===== src/rtl/health_meter_if.sv =====
// Hit-resolution / HUD side of the per-player health tracker.
interface health_meter_if #(
   parameter int CH = 2,
   parameter int W  = 8
);
   logic              round_start;
   logic [CH-1:0]     hit_valid;
   logic [CH*W-1:0]   hit_dmg;
   logic [CH-1:0]     guard;
   logic [CH-1:0]     heal_valid;
   logic [W-1:0]      heal_amt;
   logic [CH*W-1:0]   health;
   logic [CH-1:0]     invuln;
   logic              over;
   logic [CH-1:0]     loser;

   modport master (
      output round_start, hit_valid, hit_dmg, guard, heal_valid, heal_amt,
      input  health, invuln, over, loser
   );

   modport slave (
      input  round_start, hit_valid, hit_dmg, guard, heal_valid, heal_amt,
      output health, invuln, over, loser
   );
endinterface


===== src/rtl/health_meter.sv =====
// Per-player health tracker: damage with guard and invulnerability frames,
// clamped healing, and a sticky round-over flag with loser mask.
module health_meter #(
   parameter int CH          = 2,
   parameter int W           = 8,
   parameter int INIT        = 100,
   parameter int IFRAMES     = 8,
   parameter int GUARD_SHIFT = 2
) (
   input logic          clk,
   input logic          reset,
   health_meter_if.slave bus
);
   localparam int CW = (IFRAMES > 0) ? $clog2(IFRAMES + 1) : 1;
   localparam logic [W-1:0]  INIT_V = W'(INIT);
   localparam logic [CW-1:0] IF_V   = CW'(IFRAMES);

   typedef enum logic {ST_PLAY, ST_OVER} state_t;

   state_t          state;
   logic [W-1:0]    hp_q  [CH];
   logic [CW-1:0]   cnt_q [CH];
   logic [CH-1:0]   loser_q;

   logic [W-1:0]    hp_d  [CH];
   logic [CW-1:0]   cnt_d [CH];
   logic [CH-1:0]   zero_d;

   always_comb begin
      zero_d = '0;
      for (int unsigned i = 0; i < CH; i++) begin
         logic [W-1:0] dmg;
         logic [W-1:0] eff;
         logic [W-1:0] post;
         logic [W:0]   sum;
         logic         applied;
         dmg  = bus.hit_dmg[i*W +: W];
         eff  = bus.guard[i] ? (dmg >> GUARD_SHIFT) : dmg;
         // A counter of 1 expires on this edge, so the hit landing on it is
         // accepted: the window then spans exactly IFRAMES cycles.
         applied = bus.hit_valid[i] && (cnt_q[i] <= CW'(1)) &&
                   (state == ST_PLAY) && (eff != '0);
         post = hp_q[i];
         if (applied)
            post = (eff >= hp_q[i]) ? '0 : hp_q[i] - eff;
         sum     = {1'b0, post} + {1'b0, bus.heal_amt};
         hp_d[i] = post;
         if (bus.heal_valid[i] && (state == ST_PLAY) && (post != '0))
            hp_d[i] = (sum > {1'b0, INIT_V}) ? INIT_V : sum[W-1:0];
         cnt_d[i] = cnt_q[i];
         if (applied)
            cnt_d[i] = IF_V;
         else if (cnt_q[i] != '0)
            cnt_d[i] = cnt_q[i] - CW'(1);
         zero_d[i] = (hp_d[i] == '0);
      end
   end

   always_ff @(posedge clk or posedge reset) begin
      if (reset) begin
         state   <= ST_PLAY;
         loser_q <= '0;
         for (int unsigned i = 0; i < CH; i++) begin
            hp_q[i]  <= INIT_V;
            cnt_q[i] <= '0;
         end
      end else if (bus.round_start) begin
         state   <= ST_PLAY;
         loser_q <= '0;
         for (int unsigned i = 0; i < CH; i++) begin
            hp_q[i]  <= INIT_V;
            cnt_q[i] <= '0;
         end
      end else begin
         for (int unsigned i = 0; i < CH; i++) begin
            hp_q[i]  <= hp_d[i];
            cnt_q[i] <= cnt_d[i];
         end
         if ((state == ST_PLAY) && (|zero_d)) begin
            state   <= ST_OVER;
            loser_q <= zero_d;
         end
      end
   end

   always_comb begin
      bus.health = '0;
      bus.invuln = '0;
      for (int unsigned i = 0; i < CH; i++) begin
         bus.health[i*W +: W] = hp_q[i];
         bus.invuln[i]        = (cnt_q[i] != '0);
      end
   end

   assign bus.over  = (state == ST_OVER);
   assign bus.loser = loser_q;
endmodule


===== src/flat_wrapper.sv =====
// flat-port wrapper written by rule: the top's interface ports become plain ports
module health_meter_flat 
#(
   parameter int CH          = 2,
   parameter int W           = 8,
   parameter int INIT        = 100,
   parameter int IFRAMES     = 8,
   parameter int GUARD_SHIFT = 2
)
  (clk, reset, bus_round_start, bus_hit_valid, bus_hit_dmg, bus_guard, bus_heal_valid, bus_heal_amt, bus_health, bus_invuln, bus_over, bus_loser);
  health_meter_if #(.CH(CH), .W(W)) bus_i ();
  input logic clk;
  input logic reset;
  input wire logic [$bits(bus_i.round_start)-1:0] bus_round_start;
  input wire logic [$bits(bus_i.hit_valid)-1:0] bus_hit_valid;
  input wire logic [$bits(bus_i.hit_dmg)-1:0] bus_hit_dmg;
  input wire logic [$bits(bus_i.guard)-1:0] bus_guard;
  input wire logic [$bits(bus_i.heal_valid)-1:0] bus_heal_valid;
  input wire logic [$bits(bus_i.heal_amt)-1:0] bus_heal_amt;
  output wire logic [$bits(bus_i.health)-1:0] bus_health;
  output wire logic [$bits(bus_i.invuln)-1:0] bus_invuln;
  output wire logic [$bits(bus_i.over)-1:0] bus_over;
  output wire logic [$bits(bus_i.loser)-1:0] bus_loser;
  assign bus_i.round_start = bus_round_start;
  assign bus_i.hit_valid = bus_hit_valid;
  assign bus_i.hit_dmg = bus_hit_dmg;
  assign bus_i.guard = bus_guard;
  assign bus_i.heal_valid = bus_heal_valid;
  assign bus_i.heal_amt = bus_heal_amt;
  assign bus_health = bus_i.health;
  assign bus_invuln = bus_i.invuln;
  assign bus_over = bus_i.over;
  assign bus_loser = bus_i.loser;
  health_meter #(.CH(CH), .W(W), .INIT(INIT), .IFRAMES(IFRAMES), .GUARD_SHIFT(GUARD_SHIFT)) u_core (.clk(clk), .reset(reset), .bus(bus_i));
endmodule

===== config.mk =====
export PLATFORM = sky130hd
export DESIGN_NAME = health_meter_flat
export DESIGN_NICKNAME = d
export VERILOG_FILES = /design/src/rtl/health_meter_if.sv /design/src/rtl/health_meter.sv /design/src/flat_wrapper.sv
export SDC_FILE = /design/constraint.sdc
export NUM_CORES = 1
export LEC_CHECK = 0
export CORE_AREA = 10 10 110 102
export DETAILED_ROUTE_END_ITERATION = 12
export DIE_AREA = 0 0 120 112
export GPL_TIMING_DRIVEN = 0
export PLACE_DENSITY = 0.62
export SLEW_MARGIN = 20
export SYNTH_ARGS = -nofsm -noshare
export SYNTH_HDL_FRONTEND = slang
export SYNTH_SLANG_ARGS = --single-unit

===== constraint.sdc =====
create_clock -name clk -period 5 [get_ports clk]
set_clock_uncertainty 0.15 [all_clocks]
set_input_delay 0.75 -clock clk [delete_from_list [all_inputs] [get_ports clk]]
set_output_delay 0.75 -clock clk [all_outputs]
set_load 0.01 [all_outputs]

==> results by group, run 1 <==
Outcome
  • Status: finished, final reports clean

Critical path
  • WP data arrival: 4850 ps
  • Worst path slowest cell: clkdlybuf4s50_1
  • Critical Path Fanout Max: 6
  • R2R setup slack: 480 ps
  • Cell mode on critical path: ha_4
  • Crit end category: flop
  • Critical-path cell list: clkdlybuf4s50_1 -> mux2i_2 -> ha_4 -> nand3_2 -> o211ai_1 -> a31oi_2 -> or2_4 -> o31ai_4 -> ha_4 -> a21o_1 -> a21oi_1 -> xor2_1 -> nand4_1 -> a2111o_1 -> a22oi_2 -> nand2_1 -> o2bb2ai_1
  • Worst r2r src: u_core.bus.health[8]$_DFF_PP0_
  • CP peak stage delay: 520 ps
  • R2R Path End: u_core.bus.loser[0]$_DFFE_PP0P_
  • CP required: 4990 ps
  • Critical path buffers and inverters: 1
  • Critical path type: in -> reg
  • Startpoint Class: input port
  • CP top delay family: compound AO/OA/AOI/OAI gates
  • R2r worst-path depth: 20

CTS
  • CTS tree: done
  • Clock transition at path regs: 90 ps
  • Cts bufs inserted: 3
  • Root buf cell: clkbuf_8
  • CTS max path bufs: 2
  • # clock sinks: 27
  • Clk_lat worst skew: 270 ps
  • H-tree Lvls: 1

Route
  • Routed Antenna Nets: 0
  • Vias: 3,677
  • Wire length per cell: 17.30 um
  • Detailed router's first-iteration violation count: 208
  • Post-Route WL: 11,110 um
  • WL met3: 463 um
  • Highest Signal Layer: met4
  • Drt first pass iters: 5
  • Remaining DRCs: 0
  • Drt via density: 5.727
  • Met2 wire len: 5080 um
  • Met1 Routed Length: 5502 um

Power
  • PwrDens: 687.7 nW/um2
  • Clock power frac: 3.8%
  • Sw Ratio: 50.21%
  • Gate power share: 83.7%
  • Worst VDD drop: 0.4091 mV
  • Reg power frac: 12.5%
  • Leakage power: 0.002100 uW
  • Internal power: 1662 uW
  • Sw power: 1676 uW

Hold path
  • Worst Hold Class: reg -> reg
  • Worst hold path endpoint: u_core.cnt_q[5]$_DFFE_PP0P_
  • Hold Path Depth: 2
  • Hold_sp: u_core.cnt_q[5]$_DFFE_PP0P_

Logic synthesis
  • Leading area contributor after synthesis: dfrtp_1
  • Main synth FF type: dfrtp_1
  • #FFs+latches synth: 27
  • Synth top cells by count: 39 x ha_1, 37 x nor2_1, 32 x nand2_1
  • Netlist cell types: 68
  • Syn Nets: 510
  • Top cell type's share of synthesized area: 14.98%
  • Synth async-reset ratio: 100.0%
  • Most frequent cell after synthesis: ha_1
  • Syn Area/Cell: 8.084 um2
  • Synth area leaders: dfrtp_1 15%, ha_1 14%, dfstp_2 4.5%, a21oi_1 4.0%, nor2_1 4.0%
  • Post-synth EDFFs: 0
  • Synth Warn #: 0
  • Synthesized area: 3508 um2
  • Post-synthesis instance total: 434
  • Post-synthesis sequential area ratio: 19.47%

Timing
  • Final hold viol count: 0
  • Final period utilization: 97.18%
  • Fmax: 205.8 MHz
  • Setup violators final: 0
  • Setup TNS Final: 0 ps
  • Max_slew headroom: 38.14%
  • Worst Max-Slew Pin Slew: 922.1 ps
  • Final slew viol count: 0
  • Tmin final: 4859 ps

Global route
  • Largest net degree at the start of global routing: 28
  • Global-route usage over all layers: 15.44%
  • First-pass GRT wire length: 17,710 um
  • Global route overflow: 0
  • Initial antenna violation count: 0
  • Vias in the first global route: 3,493

Layout
  • Count of nets after finishing: 597
  • # diodes: 0
  • Final Util: 54.17%
  • Layout cells sized above 1: 22.69%
  • Syn-to-layout area delta: 38.34%

Floorplan
  • Row cnt: 33
  • Starting Density: 39.16%
  • Core Region: 8960 um2
  • IO Count: 54
  • Die height: 112 um
  • Die width: 120 um
  • Die Footprint: 13,440 um2

Place
  • Post-DP HPWL: 8414 um
  • GPL Wtd Cong: 0.9177
  • Port buffer count: 51

Job
  • MaxCap Viol Count: 0
==> metrics by stage <==
| step | hold slack (ps) | cells | setup WS (ps) | instance area (um2) | total power, uW |
|---|---|---|---|---|---|
| final | 437.7 | 642 | 141.0 | 4853 | 3338 |
| after CTS | 435.3 | 633 | 13.20 | 4588 | 3050 |
| after floorplan | 392.0 | 434 | -37.64 | 3518 | 1956 |
| after detailed placement | 419.3 | 607 | -982.4 | 4182 | 2525 |
| after global placement | 417.9 | 607 | -929.9 | 4182 | 2498 |
| after global routing | 477.2 | 642 | -53.98 | 4853 | 3622 |
==> state kept, by name, summed over array words and instances (netlist names) <==
signal / flops
u_core.bus.health: 16
u_core.bus.loser: 2
u_core.bus.over: 1
u_core.cnt_q: 8
==> power groups by stage <==
stage               combinational (uW)  sequential [uW]  clock [uW]
finish                            2790              418         126
floorplan                         1540              416           0
global placement                  2080              419           0
CTS                               2510              415         129
detailed placement                2110              419           0
global route                      3050              432         141
==> per-layer routing <==
layer / vias to the layer above / GRT usage (%)
met5: - / 0
met3: 4 / 2.323
li1: 1805 / -
met4: 0 / 2.492
met2: 101 / 23.75
met1: 1767 / 22.42
==> timing repair <==
action	in CTS	in global routing
setup buffers	22	9
setup endpoints to repair	16	15
endpoints found under the hold margin	0	0
hold buffers	0	0
resized for setup	47	53
pin swaps	30	36
==> worst max path at each step <==
| stage | to | startpoint | cells past startpoint |
|---|---|---|---|
| 6_report | u_core.bus.loser[0]$_DFFE_PP0P_ | bus_hit_dmg[12] | 17 |
| 5_1_grt | u_core.bus.loser[0]$_DFFE_PP0P_ | bus_hit_dmg[12] | 18 |
| 4_1_cts | u_core.bus.loser[1]$_DFFE_PP0P_ | bus_hit_dmg[2] | 21 |
| 3_5_place_dp | u_core.bus.loser[0]$_DFFE_PP0P_ | bus_hit_dmg[10] | 21 |
| 3_3_place_gp | u_core.bus.loser[0]$_DFFE_PP0P_ | bus_hit_dmg[10] | 21 |
| 2_1_floorplan | u_core.bus.loser[0]$_DFFE_PP0P_ | bus_guard[1] | 21 |
==> placed cells by master (no fill, tap or decap), types with 10 or more instances in the layout <==
cell type and n:
nor3_1 13, a21oi_1 21, ha_1 30, nand2b_1 11, xor2_1 11, nand2_1 32
nor2_1 35, o21ai_0 15, nor2b_1 10, buf_4 34, a21o_1 12, dfrtp_1 21
clkdlybuf4s50_1 42, inv_1 15, nand3_1 13
==> worst register-to-register path, delay by kind of cell (launching register included) <==
kind,cells,cell delay (ps)
AND/OR/NAND/NOR,2,290
adder cells (fa/ha/maj),4,1120
AO/OA/AOI/OAI,10,1940
XOR/XNOR,1,200
flip-flops,1,400
buffers and inverters,3,280
==> cells by family after synthesis <==
kind of cell	after synthesis	synth area share, %
and+or+nand+nor	169	25.43
AOI/OAI and AO/OA	130	25.78
adders and majority gates	43	16.19
xor gates and xnor gates	21	5.242
muxes	14	4.066
buffers and inverters	30	3.816
DFF	27	19.47
==> final cells by class <==
| class | instances | area, um2 |
|---|---|---|
| clock inverters | 1 | 7.507 |
| clock buffers | 3 | 41.29 |
| fillers | 869 | 4106 |
| inverters | 18 | 67.56 |
| multi-input cells | 377 | 3060 |
| plain buffers | 12 | 81.33 |
| flip-flops and latches | 27 | 683.2 |
| repair buffers | 82 | 759.5 |
| well taps | 122 | 152.6 |
(Power assumes the default switching activity.)
==> run 2, diff against run 1 <==
--- a/config.mk
+++ b/config.mk
@@ -10,6 +10,7 @@
 export DIE_AREA = 0 0 120 112
 export GPL_TIMING_DRIVEN = 0
 export PLACE_DENSITY = 0.62
+export SETUP_SLACK_MARGIN = 0.02
 export SLEW_MARGIN = 20
 export SYNTH_ARGS = -nofsm -noshare
 export SYNTH_HDL_FRONTEND = slang
==> constraint.sdc (replaced) <==
create_clock -name clk -period 5.3 [get_ports clk]
set_clock_uncertainty 0.15 [all_clocks]
set_input_delay 0.795 -clock clk [delete_from_list [all_inputs] [get_ports clk]]
set_output_delay 0.795 -clock clk [all_outputs]
set_load 0.01 [all_outputs]
==> run 2 against run 1 <==
Compared with the run above: power shrank 11%; final area is 4.1% lower; die area unchanged; sequential share of layout area is 0.60 points higher; count of clock-buffer cells in the layout unchanged; utilization down 2.2 points; hold slack improved by 11 ps; largest power group unchanged.
==> results by group, run 2 (same netlist as run 1, synthesis figures left out) <==
Critical path
  • WP data arrival: 5180 ps
  • R2r worst-path depth: 20
  • Startpoint Class: input port
  • Critical Path Fanout Max: 8
  • Critical path type: in -> reg
  • Worst r2r src: u_core.bus.health[8]$_DFF_PP0_
  • Crit end category: flop
  • CP required: 5290 ps
  • Critical Path Start: bus_hit_dmg[15]
  • R2R setup slack: 700 ps

CTS
  • # clock sinks: 27
  • H-tree Lvls: 1
  • CTS max path bufs: 2
  • Cts bufs inserted: 3
  • Clock transition at path regs: 100 ps
  • Clk_lat worst skew: 270 ps
  • Root buf cell: clkbuf_8
  • CTS tree: done

Hold path
  • Hold Path Depth: 3
  • Worst Hold Class: reg -> reg
  • Hold_sp: u_core.cnt_q[6]$_DFFE_PP0P_

Route
  • Drt via density: 5.748
  • Wire length per cell: 17.11 um
  • Remaining DRCs: 0
  • Vias: 3,610
  • Routed Antenna Nets: 0
  • Detailed router's first-iteration violation count: 217
  • Drt first pass iters: 7
  • Post-Route WL: 10,740 um

Timing
  • Worst Max-Slew Pin Slew: 627.8 ps
  • Tmin final: 5191 ps
  • Final slew viol count: 0
  • Final period utilization: 97.95%
  • Setup violators final: 0
  • Fmax: 192.6 MHz
  • Final hold viol count: 0
  • Final WS setup: 108.7 ps
  • Max_slew headroom: 58.15%

Layout
  • Final Util: 51.96%
  • Layout cells sized above 1: 18.38%
  • Count of nets after finishing: 583
  • Syn-to-layout area delta: 32.70%
  • Number of flip-flops in the largest register: 16
  • Most common cell after layout, fill and taps aside: clkdlybuf4s50_1
  • # diodes: 0
  • Most frequent cells in the layout: 49 x clkdlybuf4s50_1, 37 x nor2_1, 32 x ha_1

Place
  • Post-DP HPWL: 8308 um
  • GPL Wtd Cong: 0.9097
  • Port buffer count: 51
  • Post-place setup slack: -816.2 ps

Power
  • PwrDens: 634.7 nW/um2
  • Worst VDD drop: 0.2935 mV
  • Leakage power: 0.001969 uW

Floorplan
  • Die width: 120 um
  • Core Region: 8960 um2
  • Starting Density: 39.16%
  • Row cnt: 33
  • Die Footprint: 13,440 um2
  • IO Count: 54
  • Die height: 112 um

Global route
  • First-pass GRT wire length: 17,190 um
  • Initial antenna violation count: 0
  • Global-route usage over all layers: 14.81%
  • Vias in the first global route: 3,473
  • Largest net degree at the start of global routing: 28
  • Global route overflow: 0

Outcome
  • Status: finished, final reports clean

Job
  • MaxCap Viol Count: 0
[run 2: where the power goes]
part,leakage (uW),internal (uW),total [uW],switching (uW)
Clock,0.0000217,53.3,119,65.9
Sequential,0.000347,299,403,104
Combinational,0.00160,1070,2430,1360
Total,0.00197,1430,2950,1530
[run 2: worst paths after layout]
check / to
min in group asynchronous: u_core.cnt_q[4]$_DFFE_PP0P_
min: u_core.cnt_q[6]$_DFFE_PP0P_
max reg2reg: u_core.bus.loser[0]$_DFFE_PP0P_
min reg2reg: u_core.cnt_q[6]$_DFFE_PP0P_
max: u_core.bus.loser[0]$_DFFE_PP0P_
max in group asynchronous: u_core.bus.health[14]$_DFF_PP1_
[run 2: per-stage QoR]
| stage | total power (uW) | hold WS, ps | area, um2 | TNS, ps | instances |
|---|---|---|---|---|---|
| 2_1_floorplan | 1837 | 392.0 | 3508 | 0 | 434 |
| 3_3_place_gp | 2360 | 420.4 | 4172 | -7397 | 607 |
| 3_5_place_dp | 2381 | 419.0 | 4172 | -7798 | 607 |
| 4_1_cts | 2641 | 437.1 | 4344 | 0 | 614 |
| 5_1_grt | 3220 | 505.7 | 4656 | -157.1 | 628 |
| 6_report | 2955 | 448.5 | 4656 | 0 | 628 |
[run 2: metal layers]
layer,up-vias,wire length (um),track usage (%)
li1,1779,-,-
met1,1708,5068,19.92
met2,117,4976,24.67
met3,6,639,3.232
met4,0,57,0.9646
met5,-,0,0
[run 2: critical path, stage by stage]
cell,delay (ps)
clkdlybuf4s50_1,520
mux2i_2,100
ha_1,280
clkbuf_4,200
nand3_2,150
o211ai_1,310
a31oi_2,170
or2_4,310
o21ai_0,400
ha_1,370
a31o_2,260
a41o_1,210
a21oi_2,190
o21ai_4,100
a2111o_1,310
a22oi_2,240
nand2_2,110
o2bb2ai_2,130
[run 2: layout make-up]
type / instances / area (um2)
repair buffers: 68 / 643.1
plain buffers: 12 / 71.32
multi-input cells: 377 / 2989
well taps: 122 / 152.6
clock buffers: 3 / 41.29
fillers: 846 / 4304
clock inverters: 1 / 7.507
flip-flops and latches: 27 / 683.2
inverters: 18 / 67.56
[run 2: repair_timing]
item                                    4_1_cts  5_1_grt
endpoints found under the setup margin       14        9
gates resized for setup                      27       45
endpoints found under the hold margin         0        0
setup buffers                                 3       14
hold buffers                                  0        0
pin swaps                                     4       34
